$ cat config.mk
export PLATFORM = sky130hd
export DESIGN_NAME = fractal_param_sequencer_flat
export DESIGN_NICKNAME = d
export VERILOG_FILES = /design/src/rtl/fractal_param_sequencer_pkg.sv /design/src/rtl/fractal_param_sequencer_if.sv /design/src/rtl/fractal_anim_step.sv /design/src/rtl/fractal_param_sequencer.sv /design/src/flat_wrapper.sv
export SDC_FILE = /design/constraint.sdc
export NUM_CORES = 1
export LEC_CHECK = 0
export BUFFER_PORTS_ARGS = -buffer_cell sky130_fd_sc_hd__buf_4
export CORE_ASPECT_RATIO = 0.6
export CORE_MARGIN = 3
export CORE_UTILIZATION = 48
export DETAILED_ROUTE_END_ITERATION = 16
export GPL_TIMING_DRIVEN = 0
export PLACE_DENSITY = 0.74
export SYNTH_ARGS = -nofsm -noshare
export SYNTH_HDL_FRONTEND = slang
export SYNTH_SLANG_ARGS = --single-unit
export TNS_END_PERCENT = 1
$ cat constraint.sdc
create_clock -name clk -period 2 [get_ports clk]
set_input_delay 0.5 -clock clk [delete_from_list [all_inputs] [get_ports clk]]
set_output_delay 0.5 -clock clk [all_outputs]
set_load 0.05 [all_outputs]
$ cat src/rtl/fractal_param_sequencer_pkg.sv
// Shared types and constants for the fractal parameter sequencer:
// Q4.28 fixed-point type, the full parameter set struct, its power-on
// value, and the sequencer state encoding.
package fractal_pkg;

    localparam int FRAC_BITS = 28;

    typedef logic signed [31:0] fixed_t;

    typedef struct packed {
        logic [15:0] width;
        logic [15:0] height;
        fixed_t      cr;
        fixed_t      ci;
        fixed_t      dx;
        fixed_t      dy;
        fixed_t      x0;
        fixed_t      y0;
    } fractal_params_t;

    // x0 = 1.0 in Q4.28
    localparam fractal_params_t FRACTAL_PARAMS_INIT = '{
        width:  16'd384,
        height: 16'd216,
        cr:     32'hF9999999,
        ci:     32'h09999999,
        dx:     32'h00155555,
        dy:     32'h00155555,
        x0:     32'sd1 <<< FRAC_BITS,
        y0:     32'h09000000
    };

    typedef enum logic [1:0] {
        ST_STARTUP,
        ST_RUN,
        ST_PENDING,
        ST_RESYNC
    } seq_state_e;

    // A geometry change needs the generator restarted; other fields do not.
    function automatic logic size_changed(input fractal_params_t a, input fractal_params_t b);
        return (a.width != b.width) || (a.height != b.height);
    endfunction

endpackage

$ cat src/rtl/fractal_param_sequencer_if.sv
// Host-side parameter update handshake: valid/ready plus the full set.
interface fractal_param_sequencer_if;
    import fractal_pkg::*;

    logic            s_valid;
    logic            s_ready;
    fractal_params_t s_params;

    modport master (output s_valid, output s_params, input s_ready);
    modport slave  (input s_valid, input s_params, output s_ready);

endinterface

$ cat src/rtl/fractal_anim_step.sv
// One bounce step of the cr animation. Computes cr +/- CR_STEP in 33 bits
// so the overshoot past either bound is visible, then clamps to the bound
// and reverses direction. dir_down=0 means increasing.
module fractal_anim_step
    import fractal_pkg::*;
#(
    parameter logic [31:0] CR_STEP = 32'h00020000,
    parameter logic [31:0] CR_MIN  = 32'hF8000000,
    parameter logic [31:0] CR_MAX  = 32'h08000000
) (
    input  fixed_t cr,
    input  logic   dir_down,
    output fixed_t cr_next,
    output logic   dir_down_next
);

    logic signed [32:0] step_w;
    logic signed [32:0] lo_w;
    logic signed [32:0] hi_w;
    logic signed [32:0] sum_w;

    // Sign-extended step, clamp against bounds, flip direction on a hit
    always_comb begin
        step_w        = {CR_STEP[31], CR_STEP};
        lo_w          = {CR_MIN[31], CR_MIN};
        hi_w          = {CR_MAX[31], CR_MAX};
        sum_w         = dir_down ? ({cr[31], cr} - step_w) : ({cr[31], cr} + step_w);
        cr_next       = sum_w[31:0];
        dir_down_next = dir_down;
        if (sum_w > hi_w) begin
            cr_next       = CR_MAX;
            dir_down_next = 1'b1;
        end else if (sum_w < lo_w) begin
            cr_next       = CR_MIN;
            dir_down_next = 1'b0;
        end
    end

endmodule

$ cat src/rtl/fractal_param_sequencer.sv
// Fractal parameter sequencer. Holds the generator in reset after power-up,
// accepts one host parameter set at a time into a shadow copy and applies
// it only on a frame boundary, restarting the generator when the image
// size changes. Optional cr bounce animation is built only when
// FRACTAL_SEQ_ANIM_EN is defined; otherwise cr only changes on host updates.
module fractal_param_sequencer
    import fractal_pkg::*;
#(
    parameter int unsigned RST_HOLD = 4,
    parameter logic [31:0] CR_STEP  = 32'h00020000,
    parameter logic [31:0] CR_MIN   = 32'hF8000000,
    parameter logic [31:0] CR_MAX   = 32'h08000000
) (
    input  logic                      clk,
    input  logic                      resetn,
    input  logic                      frame_start,
    fractal_param_sequencer_if.slave  s_if,
    output fractal_params_t           params,
    output logic                      gen_resetn,
    output logic [31:0]               frame_count
);

    localparam int CNT_W = (RST_HOLD > 1) ? $clog2(RST_HOLD) : 1;
    localparam logic [CNT_W-1:0] CNT_LAST = CNT_W'(RST_HOLD - 1);

    // Elaboration-time guard against unusable configurations
    if (($signed(CR_MIN) >= $signed(CR_MAX)) || (RST_HOLD == 0)) begin : g_bad_cfg
        $error("fractal_param_sequencer: CR_MIN must be below CR_MAX and RST_HOLD nonzero");
    end

    seq_state_e      state_q, state_d;
    logic [CNT_W-1:0] cnt_q, cnt_d;
    logic            gen_resetn_q, gen_resetn_d;
    fractal_params_t params_q, params_d;
    fractal_params_t shadow_q, shadow_d;
    logic [31:0]     frame_count_q, frame_count_d;

`ifdef FRACTAL_SEQ_ANIM_EN
    logic   dir_down_q, dir_down_d;
    fixed_t anim_cr;
    logic   anim_dir_down;

    fractal_anim_step #(
        .CR_STEP (CR_STEP),
        .CR_MIN  (CR_MIN),
        .CR_MAX  (CR_MAX)
    ) u_anim (
        .cr            (params_q.cr),
        .dir_down      (dir_down_q),
        .cr_next       (anim_cr),
        .dir_down_next (anim_dir_down)
    );
`endif

    // Host may only hand over a new set while nothing is pending
    assign s_if.s_ready = (state_q == ST_RUN);

    // Next-state and datapath: reset hold, handshake, frame-boundary apply
    always_comb begin
        state_d       = state_q;
        cnt_d         = cnt_q;
        gen_resetn_d  = gen_resetn_q;
        params_d      = params_q;
        shadow_d      = shadow_q;
        frame_count_d = frame_count_q;
`ifdef FRACTAL_SEQ_ANIM_EN
        dir_down_d    = dir_down_q;
`endif
        unique case (state_q)
            ST_STARTUP, ST_RESYNC: begin
                if (cnt_q == CNT_LAST) begin
                    state_d      = ST_RUN;
                    gen_resetn_d = 1'b1;
                    cnt_d        = '0;
                end else begin
                    cnt_d = cnt_q + CNT_W'(1);
                end
            end
            ST_RUN: begin
                if (frame_start) begin
                    frame_count_d = frame_count_q + 32'd1;
`ifdef FRACTAL_SEQ_ANIM_EN
                    params_d.cr   = anim_cr;
                    dir_down_d    = anim_dir_down;
`endif
                end
                // A set arriving with frame_start waits for the next frame
                if (s_if.s_valid) begin
                    shadow_d = s_if.s_params;
                    state_d  = ST_PENDING;
                end
            end
            ST_PENDING: begin
                if (frame_start) begin
                    frame_count_d = frame_count_q + 32'd1;
                    params_d      = shadow_q;
`ifdef FRACTAL_SEQ_ANIM_EN
                    dir_down_d    = 1'b0;
`endif
                    if (size_changed(shadow_q, params_q)) begin
                        state_d      = ST_RESYNC;
                        gen_resetn_d = 1'b0;
                        cnt_d        = '0;
                    end else begin
                        state_d = ST_RUN;
                    end
                end
            end
            default: begin
                state_d      = ST_STARTUP;
                gen_resetn_d = 1'b0;
                cnt_d        = '0;
            end
        endcase
    end

    // State and datapath registers
    always_ff @(posedge clk or negedge resetn) begin
        if (!resetn) begin
            state_q       <= ST_STARTUP;
            cnt_q         <= '0;
            gen_resetn_q  <= 1'b0;
            params_q      <= FRACTAL_PARAMS_INIT;
            shadow_q      <= '0;
            frame_count_q <= '0;
`ifdef FRACTAL_SEQ_ANIM_EN
            dir_down_q    <= 1'b0;
`endif
        end else begin
            state_q       <= state_d;
            cnt_q         <= cnt_d;
            gen_resetn_q  <= gen_resetn_d;
            params_q      <= params_d;
            shadow_q      <= shadow_d;
            frame_count_q <= frame_count_d;
`ifdef FRACTAL_SEQ_ANIM_EN
            dir_down_q    <= dir_down_d;
`endif
        end
    end

    assign params      = params_q;
    assign gen_resetn  = gen_resetn_q;
    assign frame_count = frame_count_q;

endmodule

$ cat src/flat_wrapper.sv
// flat-port wrapper written by rule: the top's interface ports become plain ports
module fractal_param_sequencer_flat import fractal_pkg::*;
#(
    parameter int unsigned RST_HOLD = 4,
    parameter logic [31:0] CR_STEP  = 32'h00020000,
    parameter logic [31:0] CR_MIN   = 32'hF8000000,
    parameter logic [31:0] CR_MAX   = 32'h08000000
)
  (clk, resetn, frame_start, params, gen_resetn, frame_count, s_if_s_valid, s_if_s_params, s_if_s_ready);
  fractal_param_sequencer_if s_if_i ();
  input  logic clk;
  input  logic resetn;
  input  logic frame_start;
  output fractal_params_t params;
  output logic gen_resetn;
  output logic [31:0] frame_count;
  input wire logic [$bits(s_if_i.s_valid)-1:0] s_if_s_valid;
  input wire logic [$bits(s_if_i.s_params)-1:0] s_if_s_params;
  output wire logic [$bits(s_if_i.s_ready)-1:0] s_if_s_ready;
  assign s_if_i.s_valid = s_if_s_valid;
  assign s_if_i.s_params = s_if_s_params;
  assign s_if_s_ready = s_if_i.s_ready;
  fractal_param_sequencer #(.RST_HOLD(RST_HOLD), .CR_STEP(CR_STEP), .CR_MIN(CR_MIN), .CR_MAX(CR_MAX)) u_core (.clk(clk), .resetn(resetn), .frame_start(frame_start), .s_if(s_if_i), .params(params), .gen_resetn(gen_resetn), .frame_count(frame_count));
endmodule
Word-level counts from Yosys, hierarchy flattened:

Cells that the tools add are included.
Widths: inputs -> output; s select.

* register bits after elaboration: 485
* input bits: 228
* output and inout port bits: 258

* add/sub/neg operators: 2
* equality and inequality tests: 10
* muxes and demuxes: 13
* reductions and logical operators: 11

Operators with widths (number)
* $add 32x1->32 const B: 1
* $ne 16x16->1: 2
* $mux 2: 7
* $eq 2x2->1 const B: 3
* $pmux 2 s3: 1
* $reduce_and 2->1: 3
* $reduce_and 3->1: 2
* $ne 2x1->1 const B: 2
* $ne 2x2->1 const B: 2
* $pmux 2 s2: 1
* $reduce_and 4->1: 1
* $reduce_or 2->1: 2
* $mux 1: 3
* $add 2x1->2 const B: 1
* $eq 2x1->1 const B: 1
* $logic_not 2->1: 1
* $pmux 1 s2: 1
* $reduce_bool 2->1: 1
* $logic_or 1x1->1: 1

Longest topological paths before layout:

Gate-level depths: netlist (run 1).

* word-level depth: 5
* depth in mapped cells: 8
* mapped depth without buffers: 7

Worst setup path before layout (run 1):

OpenSTA, ideal clock, no wires.

* path type: register to register
* start point: register u_core.state_q[0]
* end point: register u_core.shadow_q[109] (netlist name)
* library setup time: 0.125 ns
* arrival: 1.930 ns
* data required time: 1.875 ns
* slack: -0.055 ns
* stages on the path, launching flop included: 6
* buffers on the path: 2
* period minus slack after synthesis: 2.055 ns
* cells stage by stage: dfrtp_1 -> ha_1 -> nand2_1 -> clkbuf_1 -> buf_2 -> mux2_2

* longest elaborated chain between the ends: 2

RTL lines
* start, declared: RTL line fractal_param_sequencer.sv:31 `seq_state_e state_q, state_d;`
* start signal, assigned: RTL line fractal_param_sequencer.sv:130 `state_q <= state_d;`
* $eq 2x1->1
* via s_if_s_ready: RTL line flat_wrapper.sv:19 `output wire logic [$bits(s_if_i.s_ready)-1:0] s_if_s_ready;`
* $reduce_and 2->1 (no source line)
* end signal, assigned: RTL line fractal_param_sequencer.sv:134 `shadow_q <= shadow_d;`
* end, declared: RTL line fractal_param_sequencer.sv:35 `fractal_params_t shadow_q, shadow_d;`

The timed path passes the listed nets, and every way through them passes these cells.
A chain may end at the register's enable or synchronous reset.

Worst setup path after layout (run 1):

* start point: register u_core.state_q[0]
* end point: register u_core.frame_count_q[22], in the netlist u_core.frame_count[22]

* longest elaborated chain between the ends: 3
* elaborated cells on any way between the ends: 4

RTL lines
* $eq 2x1->1 or $eq 2x2->1 (tied branches): RTL line fractal_param_sequencer.sv:69 `unique case (state_q)`
* $reduce_or 2->1 (no source line) (*)
* $reduce_and 2->1 (no source line) (*)
* end signal, assigned: RTL line fractal_param_sequencer.sv:135 `frame_count_q <= frame_count_d;`
* end, declared: RTL line fractal_param_sequencer.sv:36 `logic [31:0] frame_count_q, frame_count_d;`

Every way passes the cells marked *; elsewhere a longest branch is shown, timed or not.

==> impl_metrics.json, run 1 <==
{
  "max-slew-margin-rel": 0.417,
  "crit_arrival_ps": 2400,
  "yosys_register_bits": 485,
  "synth_cells": 1149,
  "grt_setup_unrepaired": "true",
  "netlist.top_cell.by_area": "sky130_fd_sc_hd__dfrtp_1",
  "route.detailed.vias_per_inst": 5.07,
  "tightestPinTransition_ps": 875,
  "cts_max_level": 2,
  "synth.distinct_cells": 34,
  "leak_pwr_uw": 0.0115,
  "syn-num-nets": 1382,
  "finalSetupViolCount": 0,
  "nFillCells": 2813,
  "post_synth_most_frequent_cells": "449 x sky130_fd_sc_hd__mux2_2, 422 x sky130_fd_sc_hd__dfrtp_1, 63 x sky130_fd_sc_hd__dfstp_2",
  "detailed_place_hpwl_mm": 34.4,
  "placement.io_buffers": 485,
  "postLayoutSetupSlackWorst_ps": 20.5,
  "std_cell_rows": 55,
  "numClockSinks": 485,
  "synth_top_cells_by_area": "sky130_fd_sc_hd__dfrtp_1 57%, sky130_fd_sc_hd__mux2_2 27%, sky130_fd_sc_hd__dfstp_2 8.9%, sky130_fd_sc_hd__xnor2_1 2.3%, sky130_fd_sc_hd__buf_2 1.1%",
  "clock_tree.buffer_depth": 3,
  "routed_wirelength_mm": 46.3,
  "grt_overall_usage": 0.222,
  "io_pins": 486,
  "floorplan.die_area_um2": 41400,
  "required_ps": 2420,
  "post_drt_wl_per_cell_um": 20.7,
  "preCtsSetupSlack_ps": -705,
  "finalWeightedCongestion": 0.816,
  "fin_setup_tns_ps": 0,
  "post-synth-top-count-cell": "sky130_fd_sc_hd__mux2_2",
  "worstHoldPathType": "input pin to async pin",
  "vias": 11300,
  "post_synth.cell_area_avg_um2": 16.3,
  "syn_to_final_growth_pct": 32.4,
  "rr_worst_depth": 7,
  "core_um2": 38100,
  "timing.setup.critical_path_class": "flip-flop to flip-flop",
  "layout_worst_path_cycle_share": 0.990,
  "max_cap_violations": 0,
  "final_antenna_net_count": 0,
  "synth-edff-count": 0,
  "first_pass_iters": 4,
  "setup.worst_path.end_class": "flip-flop",
  "initial_antenna_violation_count": 3,
  "fmax_ghz": 0.505,
  "cts_inserted_buffers": 45,
  "clock_insertion_delay_worst_skew_ps": 550,
  "tritoncts_clock_tree": "done",
  "status": "finished, final reports clean",
  "vdd_ir_drop_max_v": 0.00120,
  "critical_path_peak_fanout": 8,
  "path_clk_slew_ps": 60,
  "startpoint_type": "flip-flop",
  "initial_utilization": 0.491,
  "multi_input_gate_area_um2": 6200,
  "period_needed_ps": 1980,
  "place_inst": 2150,
  "netlist_area_um2": 18700,
  "finalHoldWorstSlack_ps": 18.1,
  "synth.yosys.seq_area_share": 0.654,
  "grt_max_degree": 127,
  "chipWidth_um": 261,
  "final_nets": 1921,
  "drc": 0,
  "power_density_nw_per_um2": 1960,
  "maxSlewViolCount": 0,
  "drive_above_1_share": 0.654,
  "final_core_utilization": 0.650,
  "floorplan.die.height_um": 159,
  "yosysWarnings": 0,
  "finalHoldViolations": 0,
  "drt_iter0_markers": 468,
  "finalNonFillerCells": 2240,
  "overflow": 0,
  "regArea_um2": 12200,
  "skew_ps": 18.1,
  "grt_pass1_wl_mm": 71.2,
  "clock-root-buffer": "sky130_fd_sc_hd__clkbuf_16",
  "synthArstFlopShare": 1.00,
  "synth-main-ff-cell": "sky130_fd_sc_hd__dfrtp_1",
  "netlist.area_leader.share": 0.565,
  "first_global_vias": 12300
}
## layer usage
metal / vias to the layer above / track usage / part of all wire
met4: 2 / 0.0792 / 0.036
li1: 5120 / - / -
met3: 90 / 0.0603 / 0.061
met5: - / 0 / 0.00028
met1: 5860 / 0.280 / 0.41
met2: 274 / 0.370 / 0.49
## path summary, 6_finish.rpt
path                       slack [ps]              startpoint                      to
max                                20       u_core.state_q[0]  u_core.frame_count[22]
min                                20                  resetn  u_core.frame_count[17]
max reg2reg                        20       u_core.state_q[0]  u_core.frame_count[22]
min reg2reg                       470  u_core.frame_count[31]  u_core.frame_count[31]
max in group asynchronous         240                  resetn       u_core.params[63]
min in group clk                  180       s_if_s_params[77]     u_core.shadow_q[77]
## worst max-delay path, stage by stage, from the launching register on
cell and delay [ps]:
sky130_fd_sc_hd__dfrtp_1 410, sky130_fd_sc_hd__inv_1 80, sky130_fd_sc_hd__ha_2 330, sky130_fd_sc_hd__nand3b_1 260
sky130_fd_sc_hd__nor2_4 190, sky130_fd_sc_hd__nand2_2 110, sky130_fd_sc_hd__or3_1 350, sky130_fd_sc_hd__xnor2_1 130
## placed cells by master, fill, tap and decap left out, types with 5 or more instances in the layout
| cell type | n |
|---|---|
| sky130_fd_sc_hd__buf_2 | 20 |
| sky130_fd_sc_hd__buf_4 | 499 |
| sky130_fd_sc_hd__clkbuf_1 | 16 |
| sky130_fd_sc_hd__clkbuf_16 | 47 |
| sky130_fd_sc_hd__clkbuf_4 | 8 |
| sky130_fd_sc_hd__clkbuf_8 | 13 |
| sky130_fd_sc_hd__clkinv_2 | 6 |
| sky130_fd_sc_hd__dfrtp_1 | 422 |
| sky130_fd_sc_hd__dfstp_2 | 63 |
| sky130_fd_sc_hd__inv_1 | 13 |
| sky130_fd_sc_hd__mux2_2 | 449 |
| sky130_fd_sc_hd__nand2_1 | 13 |
| sky130_fd_sc_hd__nand3_1 | 8 |
| sky130_fd_sc_hd__nand4_1 | 17 |
| sky130_fd_sc_hd__nor2_1 | 12 |
| sky130_fd_sc_hd__nor3_1 | 5 |
| sky130_fd_sc_hd__xnor2_1 | 48 |
| sky130_fd_sc_hd__xor2_1 | 15 |
## what timing repair did
action	CTS	global route
gates resized for setup	24	19
endpoints found under the setup margin	453	240
setup buffers	1	3
pin swaps	2	2
hold buffers	0	0
## state kept, by name, indices dropped and copies added (netlist names)
register,flops
u_core.shadow_q,224
u_core.frame_count,32
u_core.params,224
u_core.gen_resetn,1
u_core.state_q,2
u_core.cnt_q,2
## report_power, final
| group | switching [uW] | internal (uW) | total (uW) |
|---|---|---|---|
| Combinational | 13200 | 8620 | 21900 |
| Clock | 3650 | 5100 | 8750 |
| Sequential | 2710 | 15000 | 17700 |
## final cells by class
cell class,instances,area share
diodes,2,0.000202
plain buffers,49,0.0131
clock buffers,72,0.0554
clock inverters,12,0.00592
inverters,13,0.00197
multi-input cells,602,0.251
flip-flops and latches,485,0.494
well taps,513,0.0260
repair buffers,492,0.152
## logic make-up after synthesis
group / after synthesis / synth area share
AND/OR/NAND/NOR: 73 / 0.0224
buffers and inverters: 62 / 0.0151
adder cells (fa/ha/maj): 5 / 0.00335
multiplexers: 452 / 0.272
XOR/XNOR: 63 / 0.0295
AO/OA/AOI/OAI: 9 / 0.00315
flip-flops: 485 / 0.654
## through the flow
step | cell area (um2) | total power (uW)
detailed placement | 23100 | 39800
global route | 24700 | 50700
floorplan | 18700 | 32700
global placement | 23000 | 39000
finish | 24700 | 48300
CTS | 24600 | 48800
No activity file was read; power rests on OpenSTA's default activity.
==> run 2, diff against run 1 <==
--- a/config.mk
+++ b/config.mk
@@ -8,7 +8,7 @@
 export BUFFER_PORTS_ARGS = -buffer_cell sky130_fd_sc_hd__buf_4
 export CORE_ASPECT_RATIO = 0.6
 export CORE_MARGIN = 3
-export CORE_UTILIZATION = 48
+export CORE_UTILIZATION = 50
 export DETAILED_ROUTE_END_ITERATION = 16
 export GPL_TIMING_DRIVEN = 0
 export PLACE_DENSITY = 0.74
==> constraint.sdc (replaced) <==
create_clock -name clk -period 2.2 [get_ports clk]
set_input_delay 0.55 -clock clk [delete_from_list [all_inputs] [get_ports clk]]
set_output_delay 0.55 -clock clk [all_outputs]
set_load 0.05 [all_outputs]
==> impl_metrics.json, run 2 (synthesis results as in run 1) <==
{
  "clock_insertion_delay_worst_skew_ps": 540,
  "initial_antenna_violation_count": 7,
  "finalHoldWorstSlack_ps": 231,
  "period_needed_ps": 2070,
  "vias": 11400,
  "routed_wirelength_mm": 46.8,
  "floorplan.die.height_um": 156,
  "grt-busiest-layer": "met2",
  "leak_pwr_uw": 0.0115,
  "max_stage_delay_ps": 390,
  "skew_ps": 9.95,
  "cts_inserted_buffers": 45,
  "vdd_ir_drop_max_v": 0.00104,
  "detailed_place_hpwl_mm": 35.0,
  "preCtsSetupSlack_ps": -479,
  "io_pins": 486,
  "finalSetupViolCount": 0,
  "std_cell_rows": 54,
  "clock_tree.buffer_depth": 3,
  "timing.setup.critical_path_class": "flip-flop to flip-flop",
  "grt_pass1_wl_mm": 72.1,
  "met2_usage": 0.380,
  "numClockSinks": 485,
  "crit_arrival_ps": 2490,
  "required_ps": 2620,
  "clock-root-buffer": "sky130_fd_sc_hd__clkbuf_16",
  "finalHoldViolations": 0,
  "finalWeightedCongestion": 0.797,
  "cts_max_level": 2,
  "final_cell_mix": "488 x sky130_fd_sc_hd__buf_4, 449 x sky130_fd_sc_hd__mux2_2, 422 x sky130_fd_sc_hd__dfrtp_1, 63 x sky130_fd_sc_hd__dfstp_2, 48 x sky130_fd_sc_hd__xnor2_1",
  "core_um2": 36600,
  "tightestPinTransition_ps": 699,
  "fmax_ghz": 0.483,
  "first_global_vias": 12400,
  "tritoncts_clock_tree": "done",
  "mostFrequentLayoutCell": "sky130_fd_sc_hd__buf_4",
  "grt_overall_usage": 0.233,
  "path_clk_slew_ps": 60,
  "floorplan.die_area_um2": 39800,
  "grt_setup_unrepaired": "false",
  "max-slew-margin-rel": 0.534,
  "critical_path_peak_fanout": 10,
  "drc": 0,
  "route.detailed.vias_per_inst": 5.10,
  "final_antenna_net_count": 0,
  "crit_buf_inv": 3,
  "worstHoldPathType": "input pin to flip-flop",
  "chipWidth_um": 256,
  "placement.io_buffers": 485,
  "layout_worst_path_cycle_share": 0.940,
  "groute.layer.met1.usage": 0.295,
  "drive_above_1_share": 0.651,
  "post_drt_wl_per_cell_um": 21.0,
  "syn_to_final_growth_pct": 31.6,
  "power_density_nw_per_um2": 1770,
  "overflow": 0,
  "setup.worst_path.end_class": "flip-flop",
  "maxSlewViolCount": 0,
  "first_pass_iters": 7,
  "crit_family": "buffers and inverters",
  "max_cap_violations": 0,
  "final_nets": 1919,
  "critPathSlowestCell": "sky130_fd_sc_hd__mux2_2",
  "startpoint_type": "flip-flop",
  "initial_utilization": 0.511,
  "cp_cell_sequence": "inv_1 > ha_1 > nand2_2 > clkbuf_4 > buf_2 > mux2_2",
  "drt_iter0_markers": 517,
  "status": "finished, final reports clean",
  "grt_use_met3": 0.0696,
  "grt_max_degree": 125,
  "postLayoutSetupSlackWorst_ps": 131
}
run 2: cell type report:
| class | count | area, um2 |
|---|---|---|
| Antenna cell | 4 | 10.0 |
| Buffer | 49 | 288 |
| Clock buffer | 71 | 1340 |
| Clock inverter | 10 | 81.3 |
| Fill cell | 2622 | 12000 |
| Inverter | 13 | 48.8 |
| Multi-Input combinational cell | 602 | 6190 |
| Sequential cell | 485 | 12200 |
| Tap cell | 504 | 631 |
| Timing Repair Buffer | 490 | 3770 |
run 2: power breakdown:
| group | switching [uW] | internal [uW] | leakage (uW) | total [uW] |
|---|---|---|---|---|
| combinational | 12100 | 7780 | 0.00503 | 19900 |
| sequential | 2470 | 13700 | 0.00573 | 16100 |
| clock | 3280 | 4310 | 0.000704 | 7580 |
| total | 17800 | 25800 | 0.0115 | 43600 |
run 2: worst paths after layout:
| path | cells after the start | slack, ps | start | endpoint |
|---|---|---|---|---|
| max | 6 | 130 | u_core.state_q[1] | u_core.shadow_q[196] |
| min | 2 | 230 | s_if_s_params[35] | u_core.shadow_q[35] |
| max reg2reg | 6 | 130 | u_core.state_q[1] | u_core.shadow_q[196] |
| min reg2reg | 1 | 470 | u_core.frame_count[31] | u_core.frame_count[31] |
| max in group asynchronous | 4 | 300 | resetn | u_core.params[175] |
| min in group asynchronous | 2 | 480 | resetn | u_core.frame_count[28] |
run 2: layer usage:
metal	share of wire	vias to the layer above	wire length (um)
met2	0.48	302	22600
met5	0.00096	-	45
met1	0.41	5792	19100
li1	-	5142	-
met3	0.065	112	3050
met4	0.043	6	2000
run 2: what timing repair did:
| action | in CTS | in global routing |
|---|---|---|
| pin swaps | 0 | 2 |
| buffers inserted | 0 | 0 |
| hold buffers | 1 | 0 |
| endpoints found under the setup margin | 313 | 244 |
| resized for setup | 9 | 21 |
| endpoints found under the hold margin | 31 | 0 |
run 2: worst reg2reg max path: stages (launching register included):
cell,delay [ps]
sky130_fd_sc_hd__dfrtp_1,380
sky130_fd_sc_hd__inv_1,70
sky130_fd_sc_hd__ha_1,230
sky130_fd_sc_hd__nand2_2,230
sky130_fd_sc_hd__clkbuf_4,320
sky130_fd_sc_hd__buf_2,330
sky130_fd_sc_hd__mux2_2,390
run 2: per-stage QoR:
step	cells	setup TNS [ps]	area, um2	power [uW]	util
global route	2228	0	24600	45700	0.672
floorplan	1149	0	18700	29700	-
detailed placement	2142	-104710	23100	36200	0.631
finish	2228	0	24600	43600	0.672
CTS	2224	0	24500	43900	0.671
global placement	2138	-2028740	22900	35400	0.628
